**src/rtl/run_pattern_tx_pkg.sv**
```systemverilog
// Shared types and defaults for the run-pattern transmitter.
package run_pattern_tx_pkg;

  localparam int DATA_W_DEF  = 16;
  localparam int RUN_LEN_DEF = 4;
  localparam int LEN_W       = 5;

  typedef enum logic [1:0] {
    IDLE  = 2'd0,
    SHIFT = 2'd1,
    DONE  = 2'd2
  } state_t;

endpackage

```
**src/rtl/run_pattern_tx_if.sv**
```systemverilog
// Frame request / serial output bundle for the run-pattern transmitter.
interface run_pattern_tx_if #(
  parameter int DATA_W = run_pattern_tx_pkg::DATA_W_DEF
);
  import run_pattern_tx_pkg::*;

  logic              start;
  logic [DATA_W-1:0] data;
  logic [LEN_W-1:0]  len;
  logic              w;
  logic              w_valid;
  logic              busy;
  logic              done;
  logic              z_exp;

  // Requester side: issues frames, watches the serial stream.
  modport master (
    output start, data, len,
    input  w, w_valid, busy, done, z_exp
  );

  // Transmitter side.
  modport slave (
    input  start, data, len,
    output w, w_valid, busy, done, z_exp
  );

endinterface

```
**src/rtl/run_pattern_tx_run_tracker.sv**
```systemverilog
// Tracks consecutive equal bits within a frame and flags each bit that
// completes a run of RUN_LEN. Fed with the next-cycle bit so the registered
// hit lines up with the registered serial bit.
module run_tracker
  import run_pattern_tx_pkg::*;
#(
  parameter int RUN_LEN = RUN_LEN_DEF
) (
  input  logic clk,
  input  logic rst,
  input  logic i_clear,
  input  logic i_bit,
  input  logic i_valid,
  output logic o_hit
);

  localparam int CNT_W = $clog2(RUN_LEN + 1);

  logic             r_last_bit;
  logic [CNT_W-1:0] r_run_cnt;
  logic             r_hit;
  logic [CNT_W-1:0] w_run_next;

  // Next run length: a frame's first bit (clear) always restarts at 1, equal
  // bits extend the run up to RUN_LEN and hold there.
  always_comb begin
    w_run_next = r_run_cnt;
    if (i_valid) begin
      if (!i_clear && (r_run_cnt != '0) && (i_bit == r_last_bit)) begin
        w_run_next = (r_run_cnt == CNT_W'(RUN_LEN)) ? r_run_cnt : r_run_cnt + 1'b1;
      end else begin
        w_run_next = CNT_W'(1);
      end
    end else if (i_clear) begin
      w_run_next = '0;
    end
  end

  // Run state and registered hit flag.
  always_ff @(posedge clk or posedge rst) begin
    if (rst) begin
      r_last_bit <= 1'b0;
      r_run_cnt  <= '0;
      r_hit      <= 1'b0;
    end else begin
      r_run_cnt <= w_run_next;
      if (i_valid) begin
        r_last_bit <= i_bit;
      end
      r_hit <= i_valid && (w_run_next == CNT_W'(RUN_LEN));
    end
  end

  assign o_hit = r_hit;

endmodule

```
**src/rtl/run_pattern_tx.sv**
```systemverilog
// Serialises a captured pattern word MSB first, with a done pulse per frame
// and a reference run-detector flag alongside each bit.
module run_pattern_tx
  import run_pattern_tx_pkg::*;
#(
  parameter int DATA_W  = DATA_W_DEF,
  parameter int RUN_LEN = RUN_LEN_DEF
) (
  input  logic             clk,
  input  logic             rst,
  run_pattern_tx_if.slave  bus
);

  state_t            r_state;
  state_t            w_state_next;
  logic [DATA_W-1:0] r_shreg;
  logic [DATA_W-1:0] w_shreg_next;
  logic [LEN_W-1:0]  r_cnt;       // bits still to send after the one on w
  logic [LEN_W-1:0]  w_cnt_next;
  logic [LEN_W-1:0]  w_len_clamped;
  logic              r_w;
  logic              r_w_valid;
  logic              r_done;
  logic              r_busy;
  logic              w_bit_next;
  logic              w_valid_next;
  logic              w_done_next;
  logic              w_frame_start;

  assign w_len_clamped = (int'(bus.len) > DATA_W) ? LEN_W'(DATA_W) : bus.len;

  // State and output registers; outputs are loaded from their next values so
  // the first bit appears the cycle right after the accepting edge.
  always_ff @(posedge clk or posedge rst) begin
    if (rst) begin
      r_state   <= IDLE;
      r_shreg   <= '0;
      r_cnt     <= '0;
      r_w       <= 1'b0;
      r_w_valid <= 1'b0;
      r_done    <= 1'b0;
      r_busy    <= 1'b0;
    end else begin
      r_state   <= w_state_next;
      r_shreg   <= w_shreg_next;
      r_cnt     <= w_cnt_next;
      r_w       <= w_bit_next;
      r_w_valid <= w_valid_next;
      r_done    <= w_done_next;
      r_busy    <= (w_state_next != IDLE);
    end
  end

  // Next-state decision.
  always_comb begin
    w_state_next = r_state;
    case (r_state)
      IDLE:    if (bus.start) w_state_next = (bus.len == '0) ? DONE : SHIFT;
      SHIFT:   if (r_cnt == '0) w_state_next = DONE;
      DONE:    w_state_next = IDLE;
      default: w_state_next = IDLE;
    endcase
  end

  // Datapath and next output values for each state.
  always_comb begin
    w_shreg_next  = r_shreg;
    w_cnt_next    = r_cnt;
    w_bit_next    = 1'b0;
    w_valid_next  = 1'b0;
    w_done_next   = 1'b0;
    w_frame_start = 1'b0;
    case (r_state)
      IDLE: begin
        if (bus.start) begin
          w_frame_start = 1'b1;
          if (bus.len != '0) begin
            w_bit_next   = bus.data[DATA_W-1];
            w_valid_next = 1'b1;
            w_shreg_next = bus.data << 1;
            w_cnt_next   = w_len_clamped - LEN_W'(1);
          end else begin
            w_done_next = 1'b1;
          end
        end
      end
      SHIFT: begin
        if (r_cnt != '0) begin
          w_bit_next   = r_shreg[DATA_W-1];
          w_valid_next = 1'b1;
          w_shreg_next = r_shreg << 1;
          w_cnt_next   = r_cnt - LEN_W'(1);
        end else begin
          w_done_next = 1'b1;
        end
      end
      default: ;
    endcase
  end

  run_tracker #(
    .RUN_LEN (RUN_LEN)
  ) u_run_tracker (
    .clk     (clk),
    .rst     (rst),
    .i_clear (w_frame_start),
    .i_bit   (w_bit_next),
    .i_valid (w_valid_next),
    .o_hit   (bus.z_exp)
  );

  assign bus.w       = r_w;
  assign bus.w_valid = r_w_valid;
  assign bus.done    = r_done;
  assign bus.busy    = r_busy;

endmodule

```
**src/flat_wrapper.sv**
```systemverilog
// flat-port wrapper written by rule: the top's interface ports become plain ports
module run_pattern_tx_flat import run_pattern_tx_pkg::*;
#(
  parameter int DATA_W  = DATA_W_DEF,
  parameter int RUN_LEN = RUN_LEN_DEF
)
  (clk, rst, bus_start, bus_data, bus_len, bus_w, bus_w_valid, bus_busy, bus_done, bus_z_exp);
  run_pattern_tx_if #(.DATA_W(DATA_W)) bus_i ();
  input  logic clk;
  input  logic rst;
  input wire logic [$bits(bus_i.start)-1:0] bus_start;
  input wire logic [$bits(bus_i.data)-1:0] bus_data;
  input wire logic [$bits(bus_i.len)-1:0] bus_len;
  output wire logic [$bits(bus_i.w)-1:0] bus_w;
  output wire logic [$bits(bus_i.w_valid)-1:0] bus_w_valid;
  output wire logic [$bits(bus_i.busy)-1:0] bus_busy;
  output wire logic [$bits(bus_i.done)-1:0] bus_done;
  output wire logic [$bits(bus_i.z_exp)-1:0] bus_z_exp;
  assign bus_i.start = bus_start;
  assign bus_i.data = bus_data;
  assign bus_i.len = bus_len;
  assign bus_w = bus_i.w;
  assign bus_w_valid = bus_i.w_valid;
  assign bus_busy = bus_i.busy;
  assign bus_done = bus_i.done;
  assign bus_z_exp = bus_i.z_exp;
  run_pattern_tx #(.DATA_W(DATA_W), .RUN_LEN(RUN_LEN)) u_core (.clk(clk), .rst(rst), .bus(bus_i));
endmodule
```
**config.mk**
```make
export PLATFORM = sky130hd
export DESIGN_NAME = run_pattern_tx_flat
export DESIGN_NICKNAME = d
export VERILOG_FILES = /design/src/rtl/run_pattern_tx_pkg.sv /design/src/rtl/run_pattern_tx_if.sv /design/src/rtl/run_pattern_tx_run_tracker.sv /design/src/rtl/run_pattern_tx.sv /design/src/flat_wrapper.sv
export SDC_FILE = /design/constraint.sdc
export NUM_CORES = 1
export LEC_CHECK = 0
export CORE_MARGIN = 8
export CORE_UTILIZATION = 39
export CTS_BUF_LIST = sky130_fd_sc_hd__clkbuf_16
export CTS_CLUSTER_DIAMETER = 100
export DETAILED_ROUTE_END_ITERATION = 7
export PLACE_DENSITY_LB_ADDON = 0.25
export SLEW_MARGIN = 25
export SYNTH_ARGS = -nofsm -noshare
export SYNTH_HDL_FRONTEND = slang
export SYNTH_SLANG_ARGS = --single-unit
```
**constraint.sdc**
```tcl
create_clock -name clk -period 4.1 [get_ports clk]
set_clock_uncertainty 0.15 [all_clocks]
set_input_delay 1.23 -clock clk [delete_from_list [all_inputs] [get_ports clk]]
set_output_delay 1.23 -clock clk [all_outputs]
set_load 0.005 [all_outputs]
```
==> metrics.txt, run 1 <==
status=finished, final reports clean; area delta synth->final=29.32%; hold bufs inserted after CTS=0; mean routed wirelength per cell=12.94 um; Num CTS Buffers=5; crit path from=bus_len[2]; PortBufs=28; routability cong.=0.8367; CP Max Fanout=5; CP Data Required Time=4.13 ns; I/O pin total=29; Clk Latency, worst-skew pair=0.27 ns; Syn Std Cell Area=1609 um2; area of the multi-input gates=roughly 770 um2; width of the die=80.23 um; post-CTS setup buffers=0; hold crit path type=reg2reg; starting DRC count in detailed routing=75; Tmin final=3.562 ns; vias in the first global route=1365; Seq/Total Area, Yosys=approximately half; Placement Setup Slack=0.2652 ns; n_diodes=0; clock sink total=31; Antenna Violating Nets Remaining=0; Setup CP Type=in2reg; standard-cell rows=23; global-route wire length before repair=5892 um; main flop type after synthesis=dfrtp_1; Hold Path Stages=2; fraction of layout cells with a size suffix above 1=7.373%; Cell variety after synth=41; Slew headroom=40.36%; Synth Area in Simple Gates=roughly a quarter; Setup TNS=0 ns; DRT Pass-1 Iters=4; Final Hold Fails=0; clk buf depth=2; max-cap violation count=0; Final Net Count=244; flip-flop and latch area=between 700 and 800 um2; multiplexer share of the synthesized area=approximately 1.3%; Post-DP HPWL=between 2000 and 2500 um; CTS root buf=clkbuf_16; P_leak=between 0.8 and 0.9 nW; total power=0.001642 W; crit end category=register; post-synthesis adder-cell area fraction=2.333%; Max Slew Vio Count=0; drt via density=5.172; startpoint types=primary input; pwr dens=789.0 nW/um2; worst min-delay path startpoint=u_core.r_cnt[4]; CP arrival=3.59 ns; Total GRT Usage=11.74%; residual DRC count=0; largest net degree at the start of global routing=32; FFs w/ async S/R, synth=100.0%; final setup vio count=0; initial antenna violation count=0; synth top area cells=dfrtp_1 (48%), nand2_1 (9.3%), a31oi_1 (6.6%); vias=1381; Synth Area in Compound Gates=17.26%; Synth Area in XOR/XNOR=0.5443%; H-tree Lvls=2; Hold Slack=~0.34 ns; Post-synth EDFFs=0; Max VDD drop=approximately 380 uV; Seq cells post-synth=31; Total Wirelength=3456 um; r2r setup slk=around 1.4 ns; final setup margin=0.5382 ns; FILL cells=just under 400; largest family of logic cells by synthesized area=simple AND/OR/NAND/NOR gates; core area=~4000 um2; Syn Inst Count=187; Die Y=80.23 um; CTS tree=yes; CP Capture Point=u_core.u_run_tracker.o_hit; reg-to-reg critical path endpoint=u_core.u_run_tracker.o_hit; reg2reg start=u_core.r_state[0]; Yosys warnings=0; cells on worst reg2reg path=4; Post-Syn Nets=214; area leader, netlist=dfrtp_1; final cycle utilization of the critical path=between 80% and 90%; Worst Tran Pin Value=0.8928 ns; Synth top area share=48.21%; Reg clk slew, reported paths=0.05 ns; RSZ-0062 raised after global routing=no; Die Area=6437 um2; grt ovf=0; Peak Freq=280.8 MHz; Resize count post-CTS=0; starting density of the core=about two fifths; Syn Area/Cell=8.605 um2
synth_stat cells, drive strengths merged (2+ instances only):
cell,n
a21oi,8
a22oi,2
a31oi,17
buf,2
clkbuf,7
dfrtp,31
ha,3
inv,7
nand2,40
nand3,4
nor2,25
nor2b,5
nor3,3
nor3b,2
nor4,2
o21ai,5
o31ai,2
or3,2
worst min path at each step:
stage                                            endpoint  slack, ns
after detailed placement                  u_core.r_cnt[4]       0.34
after floorplan                           u_core.r_cnt[4]       0.31
after global routing      u_core.u_run_tracker.r_last_bit       0.38
after global placement    u_core.u_run_tracker.r_last_bit       0.34
final                                     u_core.r_cnt[4]       0.34
after CTS                                 u_core.r_cnt[4]       0.35
stage by stage:
| step | cells | utilization [%] | cell area (um2) |
|---|---|---|---|
| floorplan | 187 | - | 1609 |
| finish | 267 | 52.02 | 2081 |
| global placement | 260 | 48.67 | 1947 |
| global route | 267 | 52.02 | 2081 |
| CTS | 267 | 52.02 | 2081 |
| detailed placement | 260 | 48.67 | 1947 |
cell type report:
type	instances	share of cell area (%)
Clock buffer	5	6.013
Clock inverter	2	0.4209
Inverter	8	1.443
Multi-Input combinational cell	139	36.92
Sequential cell	31	37.28
Tap cell	50	3.007
Timing Repair Buffer	32	14.91
registers in the layout, indices dropped and copies added (netlist names):
| register | cells |
|---|---|
| u_core.bus.w | 1 |
| u_core.r_state | 2 |
| u_core.r_cnt | 5 |
| u_core.r_shreg | 15 |
| u_core.u_run_tracker.r_run_cnt | 3 |
| u_core.bus.w_valid | 1 |
| u_core.u_run_tracker.r_last_bit | 1 |
| u_core.bus.busy | 1 |
| u_core.bus.done | 1 |
| u_core.u_run_tracker.o_hit | 1 |
where the power goes:
group | internal [W] | switching (W)
clock network | 0.000217 | 0.000119
registers | 0.000454 | 0.000106
logic | 0.000323 | 0.000423
logic make-up (layout without fill, tap and decap cells):
group                      count (synthesis)  in the layout
AOI/OAI and AO/OA                         42             42
xor gates and xnor gates                   1              1
adders and majority gates                  3              3
buffers and inverters                     17             47
DFF                                       31             31
muxes                                      2              2
and+or+nand+nor                           91             91
cells in the final DEF (no fill, tap or decap), types with 2 or more instances in the layout:
master and count:
o31ai_1 2, nand3_1 4, a31oi_1 17, inv_1 7, nor3_1 3, clkinv_1 2
nor2b_1 5, a22oi_1 2, buf_4 4, nor2_1 25, o21ai_0 5, clkdlybuf4s50_1 28
nor3b_1 2, dfrtp_1 31, ha_1 3, clkbuf_16 5, a21oi_1 8, nand2_1 40
routing by layer:
layer	track usage (%)	wire length [um]
met1	14.02	1636
met2	18.19	1597
met3	3.795	153
met4	6.545	68
met5	0	0
worst max-delay path: stages:
cell and delay [ns]:
clkdlybuf4s50_1 0.42, or3_1 0.42, or3_4 0.36, a32oi_2 0.21, xnor2_1 0.15, or4_4 0.54, nor4_2 0.25
(Power assumes the default switching activity.)
==> inputs of run 2 (changes only) <==
- ABC_CLOCK_PERIOD_IN_PS: default -> 4100
- CORE_MARGIN: 8 -> 2
- PLACE_DENSITY_LB_ADDON: 0.25 -> default
==> run 2 against run 1 <==
Against the previous run:
- worst setup slack got worse by 0.055 ns
- routed wire length rose by 1.6%
- via count is 1.4% higher
- highest routed layer unchanged
- final cell count increased by 0.37%
- first-iteration DRC count is 11% lower
- design area grew 0.12%
- flip-flop and latch count unchanged
- largest cell class unchanged
- hold slack got worse by 0.0010 ns
==> metrics.txt, run 2 (synthesis gave the netlist of run 1 again) <==
Max Slew Vio Count=0; leading registers by flop count=u_core.r_shreg (15), u_core.r_cnt (5), u_core.u_run_tracker.r_run_cnt (3); pwr dens=801.4 nW/um2; CTS root buf=clkbuf_16; H-tree Lvls=2; DP Cell Count=260; core area=3971 um2; Setup TNS=0 ns; fraction of layout cells with a size suffix above 1=under 10%; n_diodes=0; hold bufs inserted after CTS=0; Peak Freq=around 280 MHz; DRT Pass-1 Iters=4; r2r setup slk=1.66 ns; Total Wirelength=3511 um; global-route wire length before repair=6154 um; reg-to-reg critical path endpoint=u_core.r_cnt[4]; area delta synth->final=29.47%; total power=0.001670 W; cells on worst reg2reg path=7; commonest non-fill, non-tap cells in the layout=nand2_1 (40), dfrtp_1 (31), clkdlybuf4s50_1 (28), nor2_1 (25), a31oi_1 (17); Biggest register=u_core.r_shreg; Max VDD drop=324.0 uV; Hold Path Stages=1; Slew headroom=56.92%; standard-cell rows=23; Resize count post-CTS=0; status=finished, final reports clean; Worst Tran Pin Value=between 0.6 and 0.7 ns; initial antenna violation count=0; residual DRC count=0; worst min-delay path startpoint=u_core.u_run_tracker.r_last_bit; Hold Slack=0.3438 ns; max-cap violation count=0; reg2reg start=u_core.r_state[0]; Total GRT Usage=18.13%; clk buf depth=2; Hold EP=u_core.u_run_tracker.r_last_bit; Clk Latency, worst-skew pair=0.27 ns; P_leak=0.8980 nW; PortBufs=28; commonest non-fill, non-tap cell in the layout=nand2_1; Antenna Violating Nets Remaining=0; CP arrival=~3.7 ns; Largest register FFs=15; Num CTS Buffers=5; CP Max Fanout=7; crit end category=register; Final Net Count=244; Final Hold Fails=0; width of the die=68.23 um; Post-DP HPWL=2479 um; vias=1400; hold crit path type=reg2reg; startpoint types=primary input; vias in the first global route=1381; I/O pin total=29; starting DRC count in detailed routing=67; clock sink total=31; Setup CP Type=in2reg; post-CTS setup buffers=0; starting density of the core=40.52%; drt via density=5.224; CP Data Required Time=4.13 ns; final cycle utilization of the critical path=88.21%; FILL cells=371; largest net degree at the start of global routing=32; final setup vio count=0; Final Non-Filler Cells=268; CTS tree=yes; Reg clk slew, reported paths=about 0.050 ns; Die Y=~68 um; mean routed wirelength per cell=13.10 um; routability cong.=0.8095; RSZ-0062 raised after global routing=no; grt ovf=0; Die Area=4655 um2; Tmin final=3.617 ns
run 2: changes by cell type in the layout (fill, tap and decap cells not counted):
cell      change
clkinv_1      +1
clkinv_2      -1
inv_1         +1
run 2: through the flow:
step	instance area (um2)	utilization [%]	setup slack [ns]
2_1_floorplan	1609	-	0.7977
3_3_place_gp	1947	49.02	0.2658
3_5_place_dp	1947	49.02	0.2000
4_1_cts	2083	52.46	0.4876
5_1_grt	2083	52.46	0.3516
6_report	2083	52.46	0.4835
run 2: worst max-delay path: stages:
cell             delay, ns
clkdlybuf4s50_1       0.50
or3_1                 0.38
or3_4                 0.36
a32oi_2               0.22
xnor2_1               0.16
or4_4                 0.55
nor4_2                0.25
run 2: worst max path at each step:
| stage | endpoint | start |
|---|---|---|
| 2_1_floorplan | u_core.u_run_tracker.o_hit | bus_len[2] |
| 3_3_place_gp | u_core.u_run_tracker.o_hit | bus_len[4] |
| 3_5_place_dp | u_core.u_run_tracker.o_hit | bus_len[4] |
| 4_1_cts | u_core.u_run_tracker.o_hit | bus_len[4] |
| 5_1_grt | u_core.u_run_tracker.o_hit | bus_len[4] |
| 6_report | u_core.u_run_tracker.o_hit | bus_len[4] |
run 2: power breakdown:
part | internal (W) | switching [W] | total (W)
clock | 0.000218 | 0.000122 | 0.000340
sequential | 0.000454 | 0.000109 | 0.000563
combinational | 0.000331 | 0.000436 | 0.000766
run 2: layer usage:
metal	up-vias	global-route usage, %	wire length (um)
li1	707	-	-
met1	658	22.07	1613
met2	27	29.37	1659
met3	8	5.592	161
met4	0	8.250	76
met5	-	0	0
run 2: area by class of cell:
class,count,area (um2),area share [%]
repair buffers,32,310.3,14.89
multi-input cells,139,768.2,36.88
clock buffers,5,125.1,6.006
flip-flops and latches,31,775.7,37.24
inverters,8,30.03,1.441
clock inverters,3,11.26,0.5405
well taps,50,62.56,3.003
==> RTL change 1 (settings of run 2) <==
The package constant `RUN_LEN_DEF` goes from 4 to 2.
--- a/src/rtl/run_pattern_tx_pkg.sv
+++ b/src/rtl/run_pattern_tx_pkg.sv
@@ -4,3 +4,3 @@
   localparam int DATA_W_DEF  = 16;
-  localparam int RUN_LEN_DEF = 4;
+  localparam int RUN_LEN_DEF = 2;
   localparam int LEN_W       = 5;
Function: changed (Yosys sat finds a counterexample within 4 cycles, from zero or initial values and one cycle with rst high).
==> RTL change 1 against run 2 <==
Maximum frequency is 18% higher. Total power is 4.7% lower. Synthesized area is 5.4% lower. Final cell count is 18% lower. Sequential cell count is 1 lower. Setup slack better by 0.55 ns. Critical path type unchanged. Core utilization is 1.7 points higher. Routed wire length is 11% lower. Design area is 3.4% lower. Die area is 5.0% lower. Via count is 16% lower.
==> RTL change 1: results (changes against run 2) <==
metric,value,unit,change
Synth Net Count,165,,-23%
# fillers,354,,-4.6%
vias in the first global route,1215,,-12%
PortBufs,28,,unchanged
Synth top cells by count,"dfrtp_1 (30), mux2i_1 (19), nand3_1 (17)",,
clock buffer depth,2,,unchanged
cts repair resizes,0,,unchanged
post-placement cell count,211,,-19%
Worst-path clk slew,0.05,ns,about the same
"Area growth, synth to finish",32.1,%,
hold slack,0.349,ns,+0.00479 ns
worst path arrival time,3.08,ns,-0.57 ns
Yosys cell types,36,,-12%
layout cells sized above 1,0.129,,+0.0598
Placed Area,0.00184,mm^2,-5.3%
Final period util,0.748,,-0.134
Root Driver,clkbuf_16,,
"FFs w/ async S/R, synth",1.00,,unchanged
clk_lat worst skew,0.27,ns,about the same
GP Congestion,0.790,,-2.4%
Hold Path Class,reg -> reg,,
Pleak,0.888,nW,-1.1%
largest net degree at the start of global routing,31,,-3.1%
Regs by FF count,"u_core.r_shreg (15), u_core.r_cnt (5)",,
drt wl/cell,14.2,um,+8.7%
dpl hpwl,2.24,mm,-9.6%
initial antenna violation count,0,,unchanged
final antenna diode count,0,,unchanged
Total Routing Usage GR,0.168,,-0.0131
final net count,196,,-20%
Synth Warn #,0,,unchanged
outcome,completed,,
drt via density,5.37,,+2.8%
worst-path fanout max,10,,+3
Post-Syn Instances,139,,-26%
CTS H-tree depth,2,,unchanged
Post CTS Setup Buffer Count,0,,unchanged
Num CTS Buffers,5,,unchanged
prevailing post-synth register cell,dfrtp_1,,
final WL,3.12,mm,-11%
Synth area leaders,"dfrtp_1 (49%), mux2i_1 (12%), nand3_1 (5.6%), o21ai_0 (4.9%), nor2b_1 (2.1%)",,
post-synthesis sequential area ratio,0.493,,+0.0109
reg2reg setup slack,1.66,ns,about the same
Detailed Route Iter0 Violations,50,,-25%
wire length of the first global-routing pass,5.49,mm,-11%
Worst Tran Pin Value,0.862,ns,+0.216 ns
Peak supply drop,0.357,mV,+10%
DRT Pass-1 Iters,4,,unchanged
Post-Place Setup Slack,0.743,ns,+0.543 ns
[RTL change 1: changes by cell type after synthesis, moves of 3 or more]
cell / before / now
mux2i_1: 1 / 19
a21oi_1: 8 / 4
o21ai_0: 5 / 15
nor2_1: 25 / 2
nand2_1: 40 / 1
nand3_1: 4 / 17
buf_4: 0 / 3
a31oi_1: 17 / 2
clkbuf_1: 7 / 1
[RTL change 1: cell type report]
cell class,instances,share of cell area
timing repair buffer,31,0.150
inverter,7,0.0143
multi-input combinational,95,0.350
clock buffer,5,0.0622
tap,48,0.0299
sequential,30,0.373
clock inverter,3,0.0199
[RTL change 1: path summary, 6_finish.rpt]
path | from | cells after the start | end
min | u_core.u_run_tracker.r_last_bit | 1 | u_core.u_run_tracker.r_last_bit
min in group asynchronous | rst | 3 | u_core.r_shreg[7]
min reg2reg | u_core.u_run_tracker.r_last_bit | 1 | u_core.u_run_tracker.r_last_bit
max in group asynchronous | rst | 3 | u_core.bus.w
max | bus_start | 7 | u_core.r_cnt[0]
max reg2reg | u_core.r_state[1] | 5 | u_core.r_cnt[4]
[RTL change 1: cells by family (layout without fill, tap and decap cells)]
group / after synthesis / in the layout / synth area share
simple gates: 37 / 37 / 0.147
compound gates: 32 / 32 / 0.133
flops: 30 / 30 / 0.493
mux: 23 / 23 / 0.159
buf+inv: 14 / 46 / 0.0460
fa+ha+maj: 2 / 2 / 0.0164
xor+xnor: 1 / 1 / 0.00575
[RTL change 1: critical path: stages]
cell and delay, ns:
clkdlybuf4s50_1 0.49, or3b_1 0.44, a21oi_2 0.25, nor2_1 0.10, buf_4 0.19, inv_4 0.08
mux2_4 0.29
[RTL change 1: per-layer routing]
metal	wire length [um]	GRT usage
met1	1340	0.192
met2	1540	0.291
met3	178	0.0507
met4	57	0.0689
met5	0	0
[RTL change 1: where the power goes]
| group | leakage (nW) | total [mW] | switching [mW] | internal [mW] |
|---|---|---|---|---|
| Clock | 0.0836 | 0.406 | 0.123 | 0.283 |
| Combinational | 0.435 | 0.673 | 0.356 | 0.317 |
| Sequential | 0.370 | 0.512 | 0.0801 | 0.432 |
| Total | 0.888 | 1.59 | 0.559 | 1.03 |
==> RTL change 2 (config.mk and constraints of run 2) <==
Without the edit above. Re-encode `state_t` (3 states) as one-hot, 3 bits wide.
--- a/src/rtl/run_pattern_tx_pkg.sv
+++ b/src/rtl/run_pattern_tx_pkg.sv
@@ -7,6 +7,6 @@
 
-  typedef enum logic [1:0] {
-    IDLE  = 2'd0,
-    SHIFT = 2'd1,
-    DONE  = 2'd2
+  typedef enum logic [2:0] {
+    IDLE  = 3'b001,
+    SHIFT = 3'b010,
+    DONE  = 3'b100
   } state_t;
Behaviour: same outputs for any inputs over 10 cycles, from zero or initial values and one cycle with rst high; not proved beyond that.
==> RTL change 2 against run 2 <==
Design area increased by 5.5%. Routed wire length increased by 6.5%. Sequential cell count increased by 1. Non-clock buffer count down 1. Total power fell by 12%. Setup slack improved by 0.32 ns. Critical endpoint is now u_core.r_cnt[0]. Count of clock-buffer cells in the layout unchanged. Synthesized area rose by 8.2%. Critical path depth fell by 1.
==> RTL change 2: results (changes against run 2) <==
metric,value,unit,change
outcome,completed,,
worst path arrival time,3.31,ns,-0.34 ns
Detailed Route Iter0 Violations,86,,+28%
Root Driver,clkbuf_16,,
layout cells sized above 1,0.0922,,+0.0234
Crit-path slowest cell,or4_1,,
Total Routing Usage GR,0.160,,-0.0217
final net count,232,,-4.9%
post-synthesis sequential area ratio,0.461,,-0.0213
initial antenna violation count,0,,unchanged
GP Congestion,0.776,,-4.1%
Peak supply drop,0.283,mV,-13%
Synth Net Count,204,,-4.7%
Worst Tran Pin Value,0.703,ns,+0.0564 ns
Placed Area,0.00206,mm^2,+5.9%
drt wl/cell,14.5,um,+11%
Yosys cell types,47,,+15%
Final Non-Filler Cells,258,,-3.7%
Regs by FF count,"u_core.r_shreg (15), u_core.r_cnt (5)",,
wire length of the first global-routing pass,6.21,mm,+0.91%
largest net degree at the start of global routing,33,,+3.1%
clock buffer depth,2,,unchanged
worst-path fanout max,18,,+11
clk_lat worst skew,0.27,ns,about the same
dpl hpwl,2.64,mm,+6.5%
Synth area leaders,"dfrtp_1 (45%), mux2i_1 (9.8%), nand3_1 (5.5%), o21ai_0 (4.9%), a21oi_1 (2.6%)",,
vias in the first global route,1395,,+1.0%
delay of the slowest critical-path stage,0.63,ns,+0.08 ns
Synth top cells by count,"dfrtp_1 (31), nand3_1 (19), mux2i_1 (17), o21ai_0 (17), inv_1 (11)",,
Hold Path Class,reg -> reg,,
RTL change 2: cell count changes after synthesis, sizes merged, moves of 6 or more:
cell and change:
nand2 -35, nor2 -18, mux2i +16, a31oi -15, nand3 +15, o21ai +13, buf +7, clkbuf -6
RTL change 2: metal layers:
layer,vias up,GRT usage,share of wire
met5,-,0,0
met4,0,0.0964,0.029
met3,12,0.0356,0.041
met2,37,0.259,0.50
met1,689,0.194,0.43
li1,704,-,-
RTL change 2: cell type report:
class	count	area, um^2
Fill cell	401	2130
Multi-Input combinational cell	123	847
Sequential cell	32	802
Timing Repair Buffer	31	303
Clock buffer	5	125
Tap cell	52	65.1
Inverter	12	45.0
Clock inverter	3	11.3
RTL change 2: path summary, 6_finish.rpt:
| kind | cells after the start | slack, ns | end | from |
|---|---|---|---|---|
| worst max-delay path | 6 | 0.80 | u_core.r_cnt[0] | bus_len[1] |
| worst min-delay path | 2 | 0.35 | u_core.r_shreg[1] | u_core.r_shreg[1] |
| worst max register to register | 4 | 1.77 | u_core.r_cnt[2] | u_core.r_cnt[3] |
| worst min register to register | 2 | 0.35 | u_core.r_shreg[1] | u_core.r_shreg[1] |
| max in group asynchronous | 3 | 2.29 | u_core.r_state[0] | rst |
| min in group asynchronous | 3 | 1.19 | u_core.u_run_tracker.o_hit | rst |
RTL change 2: worst register-to-register path, delay by kind of cell (launching register included):
| family | cells | cell delay, ns |
|---|---|---|
| simple gates | 2 | 0.86 |
| flops | 1 | 0.40 |
| compound gates | 2 | 0.84 |
RTL change 2: power breakdown:
part,switching [mW],internal [mW]
logic,0.322,0.254
registers,0.0986,0.457
clock network,0.125,0.218
total,0.546,0.928
RTL change 2: through the flow:
| stage | worst slack (ns) | power (mW) | hold slack, ns | utilization |
|---|---|---|---|---|
| 2_1_floorplan | 1.19 | 0.971 | 0.309 | - |
| 3_3_place_gp | 0.550 | 1.11 | 0.333 | 0.477 |
| 3_5_place_dp | 0.499 | 1.14 | 0.333 | 0.477 |
| 4_1_cts | 0.789 | 1.49 | 0.350 | 0.508 |
| 5_1_grt | 0.687 | 1.59 | 0.373 | 0.508 |
| 6_report | 0.800 | 1.47 | 0.349 | 0.508 |
RTL change 2: cells by family after synthesis:
logic type / after synthesis / share of synthesized area
and+or+nand+nor: 53 / 0.178
AOI/OAI and AO/OA: 48 / 0.175
DFF: 32 / 0.461
buffers and inverters: 22 / 0.0553
muxes: 18 / 0.104
adders and majority gates: 3 / 0.0216
xor gates and xnor gates: 1 / 0.00503
